--- src/rtl/prng_word_packer_if.sv ---
// Sample-in / word-out bus of the LFSR word packer.
// master = packer side, slave = LFSR + consumer side.
interface prng_word_packer_if #(
    parameter int CODE_W  = 4,
    parameter int NIBBLES = 4,
    parameter int DEPTH   = 4
);
    localparam int WORD_W = CODE_W * NIBBLES;
    localparam int CNT_W  = $clog2(DEPTH) + 1;

    logic [CODE_W-1:0] code_in;
    logic              code_valid;
    logic [WORD_W-1:0] word_out;
    logic              word_valid;
    logic              word_ready;
    logic [CNT_W-1:0]  fifo_count;
    logic              overflow;
    logic              stuck;

    modport master (
        input  code_in, code_valid, word_ready,
        output word_out, word_valid, fifo_count, overflow, stuck
    );

    modport slave (
        output code_in, code_valid, word_ready,
        input  word_out, word_valid, fifo_count, overflow, stuck
    );
endinterface

--- src/rtl/prng_word_packer.sv ---
// Packs NIBBLES LFSR codes into one word and queues it in a fall-through FIFO.
// Optional stuck-generator detection is enabled by defining PRNG_STUCK_DETECT_EN.
module prng_word_packer #(
    parameter int CODE_W      = 4,
    parameter int NIBBLES     = 4,
    parameter int DEPTH       = 4,
    parameter int STUCK_LIMIT = 8
) (
    input logic               clk,
    input logic               preset_n,
    prng_word_packer_if.master bus
);
    localparam int WORD_W = CODE_W * NIBBLES;
    localparam int CNT_W  = $clog2(DEPTH) + 1;
    localparam int PTR_W  = (DEPTH > 1) ? $clog2(DEPTH) : 1;
    localparam int IDX_W  = (NIBBLES > 1) ? $clog2(NIBBLES) : 1;

    logic              pack_en;
    logic              push;
    logic [WORD_W-1:0] push_word;
    logic [IDX_W-1:0]  idx;
    logic [WORD_W-1:0] sr;
    logic              last;

    // ---------------------------------------------------------------- stuck
`ifdef PRNG_STUCK_DETECT_EN
    localparam int RUN_W = $clog2(STUCK_LIMIT + 1);

    logic [CODE_W-1:0] prev;
    logic [RUN_W-1:0]  run;
    logic              stuck_r;
    logic              same;
    logic [RUN_W-1:0]  run_nxt;
    logic              stuck_nxt;

    // run==0 only after reset, so the very first sample always starts a new run
    always_comb begin
        same      = (run != '0) && (bus.code_in == prev);
        run_nxt   = RUN_W'(1);
        stuck_nxt = 1'b0;
        if (same) begin
            run_nxt   = (run == RUN_W'(STUCK_LIMIT)) ? run : run + RUN_W'(1);
            stuck_nxt = stuck_r | (run_nxt == RUN_W'(STUCK_LIMIT));
        end
    end

    always_ff @(posedge clk or negedge preset_n) begin
        if (!preset_n) begin
            prev    <= '0;
            run     <= '0;
            stuck_r <= 1'b0;
        end else if (bus.code_valid) begin
            prev    <= bus.code_in;
            run     <= run_nxt;
            stuck_r <= stuck_nxt;
        end
    end

    // the sample that completes a stuck run is already withheld from packing
    assign pack_en   = bus.code_valid & ~stuck_nxt;
    assign bus.stuck = stuck_r;
`else
    assign pack_en   = bus.code_valid;
    assign bus.stuck = 1'b0;
`endif

    // --------------------------------------------------------------- packer
    assign last      = (idx == IDX_W'(NIBBLES - 1));
    assign push      = pack_en & last;
    assign push_word = {sr[WORD_W-CODE_W-1:0], bus.code_in};

    always_ff @(posedge clk or negedge preset_n) begin
        if (!preset_n) begin
            idx <= '0;
            sr  <= '0;
        end else if (pack_en) begin
            sr  <= push_word;
            idx <= last ? '0 : idx + IDX_W'(1);
        end
    end

    // ----------------------------------------------------------------- fifo
    logic [WORD_W-1:0] mem [DEPTH];
    logic [PTR_W-1:0]  wr_ptr;
    logic [PTR_W-1:0]  rd_ptr;
    logic [CNT_W-1:0]  count;
    logic              ovf;
    logic              full;
    logic              pop;
    logic              wr_en;

    assign full  = (count == CNT_W'(DEPTH));
    assign pop   = (count != '0) & bus.word_ready;
    // a full FIFO still accepts when the head leaves on the same edge
    assign wr_en = push & (~full | pop);

    always_ff @(posedge clk or negedge preset_n) begin
        if (!preset_n) begin
            for (int i = 0; i < DEPTH; i++) mem[i] <= '0;
            wr_ptr <= '0;
            rd_ptr <= '0;
            count  <= '0;
            ovf    <= 1'b0;
        end else begin
            if (wr_en) begin
                mem[wr_ptr] <= push_word;
                wr_ptr      <= wr_ptr + PTR_W'(1);
            end
            if (pop)
                rd_ptr <= rd_ptr + PTR_W'(1);
            if (wr_en & ~pop)
                count <= count + CNT_W'(1);
            else if (~wr_en & pop)
                count <= count - CNT_W'(1);
            if (push & full & ~pop)
                ovf <= 1'b1;
        end
    end

    assign bus.word_out   = mem[rd_ptr];
    assign bus.word_valid = (count != '0);
    assign bus.fifo_count = count;
    assign bus.overflow   = ovf;
endmodule

--- src/flat_wrapper.sv ---
// flat-port wrapper written by rule: the top's interface ports become plain ports
module prng_word_packer_flat 
#(
    parameter int CODE_W      = 4,
    parameter int NIBBLES     = 4,
    parameter int DEPTH       = 4,
    parameter int STUCK_LIMIT = 8
)
  (clk, preset_n, bus_code_in, bus_code_valid, bus_word_ready, bus_word_out, bus_word_valid, bus_fifo_count, bus_overflow, bus_stuck);
  prng_word_packer_if #(.CODE_W(CODE_W), .NIBBLES(NIBBLES), .DEPTH(DEPTH)) bus_i ();
  input logic clk;
  input logic preset_n;
  input wire logic [$bits(bus_i.code_in)-1:0] bus_code_in;
  input wire logic [$bits(bus_i.code_valid)-1:0] bus_code_valid;
  input wire logic [$bits(bus_i.word_ready)-1:0] bus_word_ready;
  output wire logic [$bits(bus_i.word_out)-1:0] bus_word_out;
  output wire logic [$bits(bus_i.word_valid)-1:0] bus_word_valid;
  output wire logic [$bits(bus_i.fifo_count)-1:0] bus_fifo_count;
  output wire logic [$bits(bus_i.overflow)-1:0] bus_overflow;
  output wire logic [$bits(bus_i.stuck)-1:0] bus_stuck;
  assign bus_i.code_in = bus_code_in;
  assign bus_i.code_valid = bus_code_valid;
  assign bus_i.word_ready = bus_word_ready;
  assign bus_word_out = bus_i.word_out;
  assign bus_word_valid = bus_i.word_valid;
  assign bus_fifo_count = bus_i.fifo_count;
  assign bus_overflow = bus_i.overflow;
  assign bus_stuck = bus_i.stuck;
  prng_word_packer #(.CODE_W(CODE_W), .NIBBLES(NIBBLES), .DEPTH(DEPTH), .STUCK_LIMIT(STUCK_LIMIT)) u_core (.clk(clk), .preset_n(preset_n), .bus(bus_i));
endmodule
--- config.mk ---
export PLATFORM = sky130hd
export DESIGN_NAME = prng_word_packer_flat
export DESIGN_NICKNAME = d
export VERILOG_FILES = /design/src/rtl/prng_word_packer_if.sv /design/src/rtl/prng_word_packer.sv /design/src/flat_wrapper.sv
export SDC_FILE = /design/constraint.sdc
export NUM_CORES = 1
export LEC_CHECK = 0
export BUFFER_PORTS_ARGS = -buffer_cell sky130_fd_sc_hd__buf_2
export CAP_MARGIN = 20
export CORE_MARGIN = 3
export CORE_UTILIZATION = 55
export DETAILED_ROUTE_END_ITERATION = 8
export HOLD_SLACK_MARGIN = 0.12
export PLACE_DENSITY = 0.74
export SLEW_MARGIN = 5
export SYNTH_ARGS = -nofsm -noshare
export SYNTH_HDL_FRONTEND = slang
export SYNTH_SLANG_ARGS = --single-unit
--- constraint.sdc ---
create_clock -name clk -period 3.9 [get_ports clk]
set_input_delay 0 -clock clk [delete_from_list [all_inputs] [get_ports clk]]
set_output_delay 0 -clock clk [all_outputs]
set_load 0.01 [all_outputs]
# Word level (Yosys, flattened, before mapping)

Index checks and enable logic that the tools add are counted.

Output and inout port bits: 22
Logic and storage cells: 45
Register bits after elaboration: 86

Bitwise logic cells: 13
Eq/ne operators: 2
$add $sub $neg: 5
$lt $le $gt $ge: 3
Mux-type cells: 9
Reduce and logical (&&, ||, !) cells: 3

Operators with widths:

| cell                  | count |
|---|---|
| $bwmux W64            | 1 |
| $mux W16              | 3 |
| $bmux W16 S2          | 1 |
| $demux W16 S2         | 1 |
| $and A1 B1 Y1         | 7 |
| $add A2 B1 Y2 const B | 3 |
| $ge A3 B3 Y1 const B  | 2 |
| $mux W3               | 2 |
| $not A2 Y3            | 2 |
| $add A3 B1 Y3 const B | 1 |
| $eq A3 B3 Y1 const B  | 1 |
| $lt A3 B1 Y1 const B  | 1 |
| $not A1 Y1            | 3 |
| $reduce_bool A3 Y1    | 1 |
| $sub A3 B1 Y3 const B | 1 |
| $eq A2 B2 Y1 const B  | 1 |
| $mux W2               | 1 |
| $reduce_bool A2 Y1    | 1 |
| $logic_and A1 B1 Y1   | 1 |
| $or A1 B1 Y1          | 1 |

# Depth between registers and ports, before layout

Gate-level depths: netlist (run 1).

Word-level depth: 8
Gate-level depth with buffers: 9
Mapped depth without buffers: 9

# Worst setup path before layout (run 1)

Ideal clock, no wire load.

Path type: flip-flop to flip-flop
From: reg u_core.count[1] (netlist: u_core.bus.fifo_count[1])
To: reg u_core.count[2] (netlist: u_core.bus.fifo_count[2])
Arrival: 2122 ps
Library setup time: 79 ps
Slack: 1699 ps
Data required time: 3821 ps
Stages on the path, launching flop included: 9
Period minus slack after synthesis: 2201 ps
Cells stage by stage: dfrtp_1 > or3_2 > nand2_1 > ha_1 > inv_1 > fa_1 > xor2_1 > nor2_1 > xor2_1

Cells in the longest elaborated chain, start to end: 7
Elaborated cells on any way between the ends: 15

Ends and longest elaborated chain:

| item                                | RTL line                | source |
|---|---|---|
| from (decl)                         | prng_word_packer.sv:86  | `logic [CNT_W-1:0] count;` |
| from (signal assigned)              | prng_word_packer.sv:112 | `count <= count + CNT_W'(1);` |
| from (signal assigned)              | prng_word_packer.sv:114 | `count <= count - CNT_W'(1);` |
| $reduce_bool A3 Y1 (*)              | n/a                     |  |
| via bus_word_valid                  | flat_wrapper.sv:17      | `output wire logic [$bits(bus_i.word_valid)-1:0] bus_word_valid;` |
| $and A1 B1 Y1 (*)                   | prng_word_packer.sv:93  | `assign pop = (count != '0) & bus.word_ready;` |
| $or A1 B1 Y1                        | prng_word_packer.sv:95  | `assign wr_en = push & (~full \| pop);` |
| $and A1 B1 Y1                       | prng_word_packer.sv:95  |  |
| $not A1 Y1                          | prng_word_packer.sv:113 | `else if (~wr_en & pop)` |
| $and A1 B1 Y1                       | prng_word_packer.sv:113 |  |
| $reduce_bool A2 Y1 (no source line) | n/a                     |  |

Mark *: on every way through the listed nets, which the timed path passes. The rest lies on a longest branch. The select of a mux whose other input is x is not followed.
A chain may end at the register's enable or synchronous reset.

# Worst setup path after layout (run 1)

From: reg u_core.count[1] (netlist: u_core.bus.fifo_count[1])
To: reg u_core.count[1] (netlist: u_core.bus.fifo_count[1])

Cells in the longest elaborated chain, start to end: 7
Elaborated cells on any way between the ends: 15

Ends and longest elaborated chain:

| item                                               | RTL line                                       | source |
|---|---|---|
| $reduce_bool A3 Y1 or $eq A3 B3 Y1 (tied branches) | prng_word_packer.sv:93, prng_word_packer.sv:92 |  |
| $and A1 B1 Y1 or $not A1 Y1 (tied branches)        | prng_word_packer.sv:93, prng_word_packer.sv:95 |  |
| $or A1 B1 Y1 (*)                                   | prng_word_packer.sv:95                         |  |
| $and A1 B1 Y1 (*)                                  | prng_word_packer.sv:95                         |  |
| via u_core.wr_en                                   | prng_word_packer.sv:90                         | `logic wr_en;` |
| $not A1 Y1                                         | prng_word_packer.sv:113                        |  |
| $and A1 B1 Y1                                      | prng_word_packer.sv:113                        |  |
| $reduce_bool A2 Y1 (no source line)                | n/a                                            |  |

Marks and branches as above.

==> flow_summary.json, run 1 <==
{
  "critPathKind": "reg -> reg",
  "setup_viol": 0,
  "die_area_um2": 7900,
  "start_kind": "flip-flop",
  "drt_iter0_markers": 116,
  "skew_ns": 0.0112,
  "peakVddDrop_mv": 0.438,
  "cap_violations": 0,
  "cts.sinks": 86,
  "hold_class": "in -> reg",
  "worstPathMaxFanout": 6,
  "yosys.area.top_type": "dfrtp_1",
  "num_rows": 29,
  "fin_cells": 344,
  "finalHoldViolCount": 0,
  "grt_pass1_wl_um": 11000,
  "grt-ovfl-total": 0,
  "die_h_um": 88.9,
  "post_dp_cell_area_um2": 3970,
  "track_usage_pct": 19.0,
  "cts.path.max_buffers": 2,
  "fillers": 459,
  "synth.avg_cell_area_um2": 16.9,
  "areaGrowthSynthToFinish_pct": 12.2,
  "viasPerCell": 5.65,
  "finalCriticalPeriod_ns": 2.34,
  "worstMarginPinSlew_ns": 0.973,
  "portBuffers": 28,
  "dpl_worst_slack_ns": 1.53,
  "io_pins": 30,
  "leakagePower_nw": 1.89,
  "routedWlPerCell_um": 18.6,
  "critPathTopFamily": "simple AND/OR/NAND/NOR gates",
  "status": "finished, final reports clean",
  "antenna_found_initial": 0,
  "end_kind": "flip-flop",
  "maxSlewViolCount": 0,
  "htree_num_levels": 3,
  "period_share_pct": 60.0,
  "yosys_register_bits": 86,
  "synth_area_leaders": "dfrtp_1 (57%), mux2_2 (24%), mux4_2 (9.5%)",
  "synth_cell_type_count": 22,
  "fin_ws_ns": 1.56,
  "n_antenna_cell": 0,
  "crit_slowest_cell": "nor4b_4",
  "ant_nets": 0,
  "post-cts-setup-buffers": 0,
  "firstDrtPassIters": 3,
  "clkTransAtPathRegs_ns": 0.08,
  "ys.warnings.count": 0,
  "crit_chain": "nor4b_4 > nor2_1 > ha_1 > inv_1 > fa_1 > mux2_2",
  "max_clock_freq_ghz": 0.427,
  "cts_tree": "built",
  "critPathArrivalTime_ns": 2.57,
  "syn_inst": 223,
  "wirelength_um": 6400,
  "route.detailed.drc": 0,
  "drive_gt1_share_pct": 56.9,
  "yosysSeqAreaShare_pct": 57.0,
  "die_width_um": 88.9,
  "final_cell_mix": "dfrtp_1 (86), mux2_2 (80), buf_2 (27)",
  "globalplace.congestion": 0.694,
  "grt_pass1_vias": 2106,
  "fp.coreArea_um2": 6490,
  "cts_buffers": 9,
  "tns_ns": 0,
  "synth_top_cell_area_share_pct": 57.0,
  "synth_area_um2": 3780,
  "slew-limit-headroom_pct": 35.0,
  "synth_nets": 238,
  "dr_total_vias": 1942,
  "clock_latency_ns": 0.35,
  "fin_nets": 278,
  "final_area_um2": 4240,
  "grt_max_degree": 87,
  "layout_commonest_cell": "dfrtp_1",
  "rsz0062_at_grt": "no",
  "dpl.hpwl_um": 3880,
  "placed_cells": 321,
  "max_stage_delay_ns": 0.58,
  "required_ns": 4.13,
  "start_util_pct": 58.2,
  "cts_root_buf": "clkbuf_8",
  "power.density_nw_per_um2": 797,
  "critPathBufInv": 1
}
[Yosys cell counts]
| cell type | instances |
|---|---|
| nor3b_2 | 4 |
| nand2_2 | 1 |
| inv_1 | 3 |
| dfrtp_1 | 86 |
| nand3_1 | 1 |
| xnor2_1 | 4 |
| buf_4 | 2 |
| clkbuf_8 | 1 |
| buf_2 | 3 |
| mux2_2 | 80 |
| nor2_1 | 3 |
| clkbuf_1 | 2 |
| conb_1 | 1 |
| a31o_2 | 1 |
| mux4_2 | 16 |
| nor4b_4 | 1 |
| nand2_1 | 1 |
| xor2_1 | 2 |
| ha_1 | 6 |
| or3_2 | 1 |
| buf_6 | 3 |
| fa_1 | 1 |
[layer usage]
metal | wire length [um] | track usage [%] | up-vias
met1 | 3210 | 27.7 | 1018
met2 | 2940 | 28.5 | 27
met5 | 0 | 0 | -
met4 | 85 | 7.42 | 0
li1 | - | - | 888
met3 | 160 | 3.63 | 9
[final timing paths]
path | end | from | slack [ns] | cells after the start
setup / recovery | u_core.bus.fifo_count[1] | u_core.bus.fifo_count[1] | 1.56 | 6
hold / removal | u_core.bus.overflow | bus_code_valid | 0.19 | 2
setup reg to reg | u_core.bus.fifo_count[1] | u_core.bus.fifo_count[1] | 1.56 | 6
hold reg to reg | u_core.bus.overflow | u_core.bus.overflow | 0.48 | 1
max in group asynchronous | u_core.mem[56] | preset_n | 2.70 | 4
min in group asynchronous | u_core.mem[58] | preset_n | 0.58 | 3
[flip-flops by register name, indices dropped and copies added, names as in the netlist]
name	count
u_core.idx	2
u_core.sr	12
u_core.rd_ptr	2
u_core.mem	64
u_core.bus.overflow	1
u_core.bus.fifo_count	3
u_core.wr_ptr	2
[kinds of logic after synthesis]
logic type	share of synthesized area [%]
compound gates	0.232
xor+xnor	1.39
fa+ha+maj	2.52
buf+inv	2.55
flops	57.0
mux	33.4
other cells	0.0993
simple gates	2.85
[timing repair]
action / in CTS / in global routing
hold endpoints to repair: 108 / 15
gates resized for setup: 0 / 0
endpoints found under the setup margin: 0 / 0
hold buffers: 6 / 1
[cell type report]
type,count,area [um2],share of cell area [%]
Tap cell,77,96.3,2.27
Multi-Input combinational cell,123,1540,36.2
Inverter,3,11.3,0.266
Clock buffer,11,151,3.57
Timing Repair Buffer,40,270,6.38
Sequential cell,86,2150,50.8
Clock inverter,4,22.5,0.531
[stage by stage]
step / total power, W / utilization [%] / hold slack (ns)
finish: 0.00338 / 65.3 / 0.194
global route: 0.00364 / 65.3 / 0.203
CTS: 0.00342 / 64.7 / 0.186
detailed placement: 0.00286 / 61.1 / 0.257
global placement: 0.00281 / 61.1 / 0.264
floorplan: 0.00246 / - / -0.296
[where the power goes]
group,internal [W],switching (W)
sequential,0.00129,0.000296
combinational,0.000782,0.000455
clock,0.000259,0.000298
No activity file was read; power rests on OpenSTA's default activity.
==> inputs of run 2 (changes only) <==
Settings changed: ABC_AREA set to 1.
Clock period 3.9 ns to 2.3 ns, I/O delays scaled along.
==> flow_summary.json, run 2 <==
{
  "status": "finished, final reports clean",
  "synth_xor_area_share_pct": 0.835,
  "start_kind": "flip-flop",
  "r2r_start": "u_core.idx[0]",
  "num_rows": 31,
  "critPathArrivalTime_ns": 2.26,
  "end_kind": "flip-flop",
  "crit_start": "u_core.idx[0]",
  "syn_inst": 474,
  "wirelength_um": 9930,
  "cap_violations": 0,
  "ant_nets": 0,
  "synthTopCellsByCount": "nand2_1 (145), dfrtp_1 (86), nand4_1 (64)",
  "slew-limit-headroom_pct": 58.4,
  "critPathBufInv": 3,
  "route.detailed.drc": 0,
  "yosys_register_bits": 86,
  "max_clock_freq_ghz": 0.498,
  "synth_top_family_by_area": "simple AND/OR/NAND/NOR gates",
  "cts_buffers": 9,
  "portBuffers": 28,
  "cts_tree": "built",
  "htree_num_levels": 3,
  "yosys.area.top_type": "dfrtp_1",
  "dr_total_vias": 3445,
  "die_area_um2": 8710,
  "power.density_nw_per_um2": 1370,
  "dpl.hpwl_um": 6040,
  "synthAdderAreaFrac_pct": 2.27,
  "fin_nets": 506,
  "critPathTopFamily": "adder cells",
  "synth_area_um2": 4200,
  "synthSimpleGateAreaFrac_pct": 28.6,
  "cts.path.max_buffers": 2,
  "synth_cell_type_count": 29,
  "worstPathMaxFanout": 35,
  "synthMuxAreaShare_pct": 1.34,
  "crit_chain": "ha_1 > nand2_4 > clkinv_8 > nand2_2 > inv_2 > ha_1 > inv_1 > fa_1 > nand2_1 > nand2_1",
  "layout_commonest_cell": "nand2_1",
  "synth_nets": 489,
  "critPathKind": "reg -> reg",
  "areaGrowthSynthToFinish_pct": 8.26,
  "final_cell_mix": "nand2_1 (145), dfrtp_1 (86), nand4_1 (64)",
  "track_usage_pct": 25.1,
  "required_ns": 2.56,
  "final_area_um2": 4540,
  "period_share_pct": 87.2,
  "skew_ns": 0.00853,
  "maxSlewViolCount": 0,
  "synthFlopType": "dfrtp_1",
  "routedWlPerCell_um": 16.7,
  "fillers": 665,
  "clock_latency_ns": 0.36,
  "worstMarginPinSlew_ns": 0.623,
  "synth.most_common_cell": "nand2_1",
  "leakagePower_nw": 2.28,
  "drt_iter0_markers": 337,
  "die_h_um": 93.4,
  "synth_top_cell_area_share_pct": 51.3,
  "synth_edf_count": 0,
  "peakVddDrop_mv": 0.586,
  "firstDrtPassIters": 5,
  "synth_area_leaders": "dfrtp_1 (51%), nand2_1 (13%), nand4_1 (9.5%)",
  "fp.coreArea_um2": 7330,
  "grt_pass1_vias": 3430,
  "clkTransAtPathRegs_ns": 0.09,
  "finalCriticalPeriod_ns": 2.01,
  "cts.sinks": 86,
  "viasPerCell": 5.79,
  "cts_root_buf": "clkbuf_8",
  "cts_resized": 0,
  "setup_viol": 0,
  "grt-ovfl-total": 0,
  "antenna_found_initial": 0,
  "yosysSeqAreaShare_pct": 51.3,
  "largest_reg_flops": 64,
  "finalHoldViolCount": 0,
  "synth.avg_cell_area_um2": 8.85,
  "crit_slowest_cell": "fa_1",
  "ys.warnings.count": 0,
  "regMostFlops": "u_core.mem",
  "grt_max_degree": 48,
  "grt_pass1_wl_um": 17000,
  "rsz0062_at_grt": "no",
  "drive_gt1_share_pct": 14.7,
  "max_stage_delay_ns": 0.42,
  "tns_ns": 0,
  "die_width_um": 93.4,
  "hold_class": "in -> async",
  "globalplace.congestion": 0.839,
  "start_util_pct": 57.2,
  "n_antenna_cell": 0,
  "synth_compound_area_share_pct": 7.69,
  "io_pins": 30,
  "async_reset_ff_share_pct": 100,
  "post_dp_cell_area_um2": 4300
}
## run 2: cell type report
cell class	instances	area (um2)	area share, %
flip-flops and latches	86	2150	47.4
multi-input cells	333	1710	37.7
repair buffers	46	308	6.77
clock buffers	11	141	3.11
well taps	99	124	2.73
inverters	15	68.8	1.51
clock inverters	5	35.0	0.771
## run 2: cells by family (layout without fill, tap and decap cells)
logic type,Yosys count,after routing
flip-flops,86,86
buffers and inverters,55,77
XOR/XNOR,4,4
adder cells (fa/ha/maj),7,7
AND/OR/NAND/NOR,256,256
other,1,1
multiplexers,5,5
AO/OA/AOI/OAI,60,60
## run 2: what timing repair did
item,in CTS,in global routing
setup buffers,0,0
hold endpoints to repair,111,0
hold buffers,7,0
## run 2: worst reg2reg max path, cell delays in order (launching register included)
cell      delay, ns
dfrtp_1        0.40
ha_1           0.25
nand2_4        0.12
clkinv_8       0.14
nand2_2        0.13
inv_2          0.04
ha_1           0.20
inv_1          0.08
fa_1           0.42
nand2_1        0.08
nand2_1        0.05
## run 2: path summary, 6_finish.rpt
check	slack [ns]	cells past startpoint	to
max	0.29	10	u_core.bus.fifo_count[1]
min	0.17	2	u_core.bus.fifo_count[1]
max reg2reg	0.29	10	u_core.bus.fifo_count[1]
min reg2reg	0.47	2	u_core.mem[23]
max in group asynchronous	1.50	3	u_core.sr[11]
min in group clk	0.46	4	u_core.sr[3]
## run 2: layer usage
| layer | up-vias | part of all wire, % | global-route usage [%] |
|---|---|---|---|
| met2 | 111 | 48 | 39.5 |
| met1 | 1689 | 45 | 35.2 |
| met3 | 15 | 5.1 | 4.67 |
| met4 | 0 | 1.5 | 8.18 |
| met5 | - | 0 | 0 |
| li1 | 1630 | - | - |
## run 2: report_power, final
group          internal (W)  total [W]  switching (W)
clock network      0.000420   0.000974       0.000554
registers           0.00211    0.00251       0.000408
logic              0.000976    0.00273        0.00175
total               0.00350    0.00622        0.00271
## run 2: metrics by stage
stage	instances	hold slack (ns)	setup slack [ns]	utilization, %	power, W
3_3_place_gp	572	0.0202	0.374	58.6	0.00516
3_5_place_dp	572	0.0206	0.302	58.6	0.00524
5_1_grt	595	0.211	0.113	62.0	0.00672
6_report	595	0.167	0.294	62.0	0.00622
2_1_floorplan	474	-0.296	0.365	-	0.00443
4_1_cts	595	0.180	0.294	62.0	0.00622
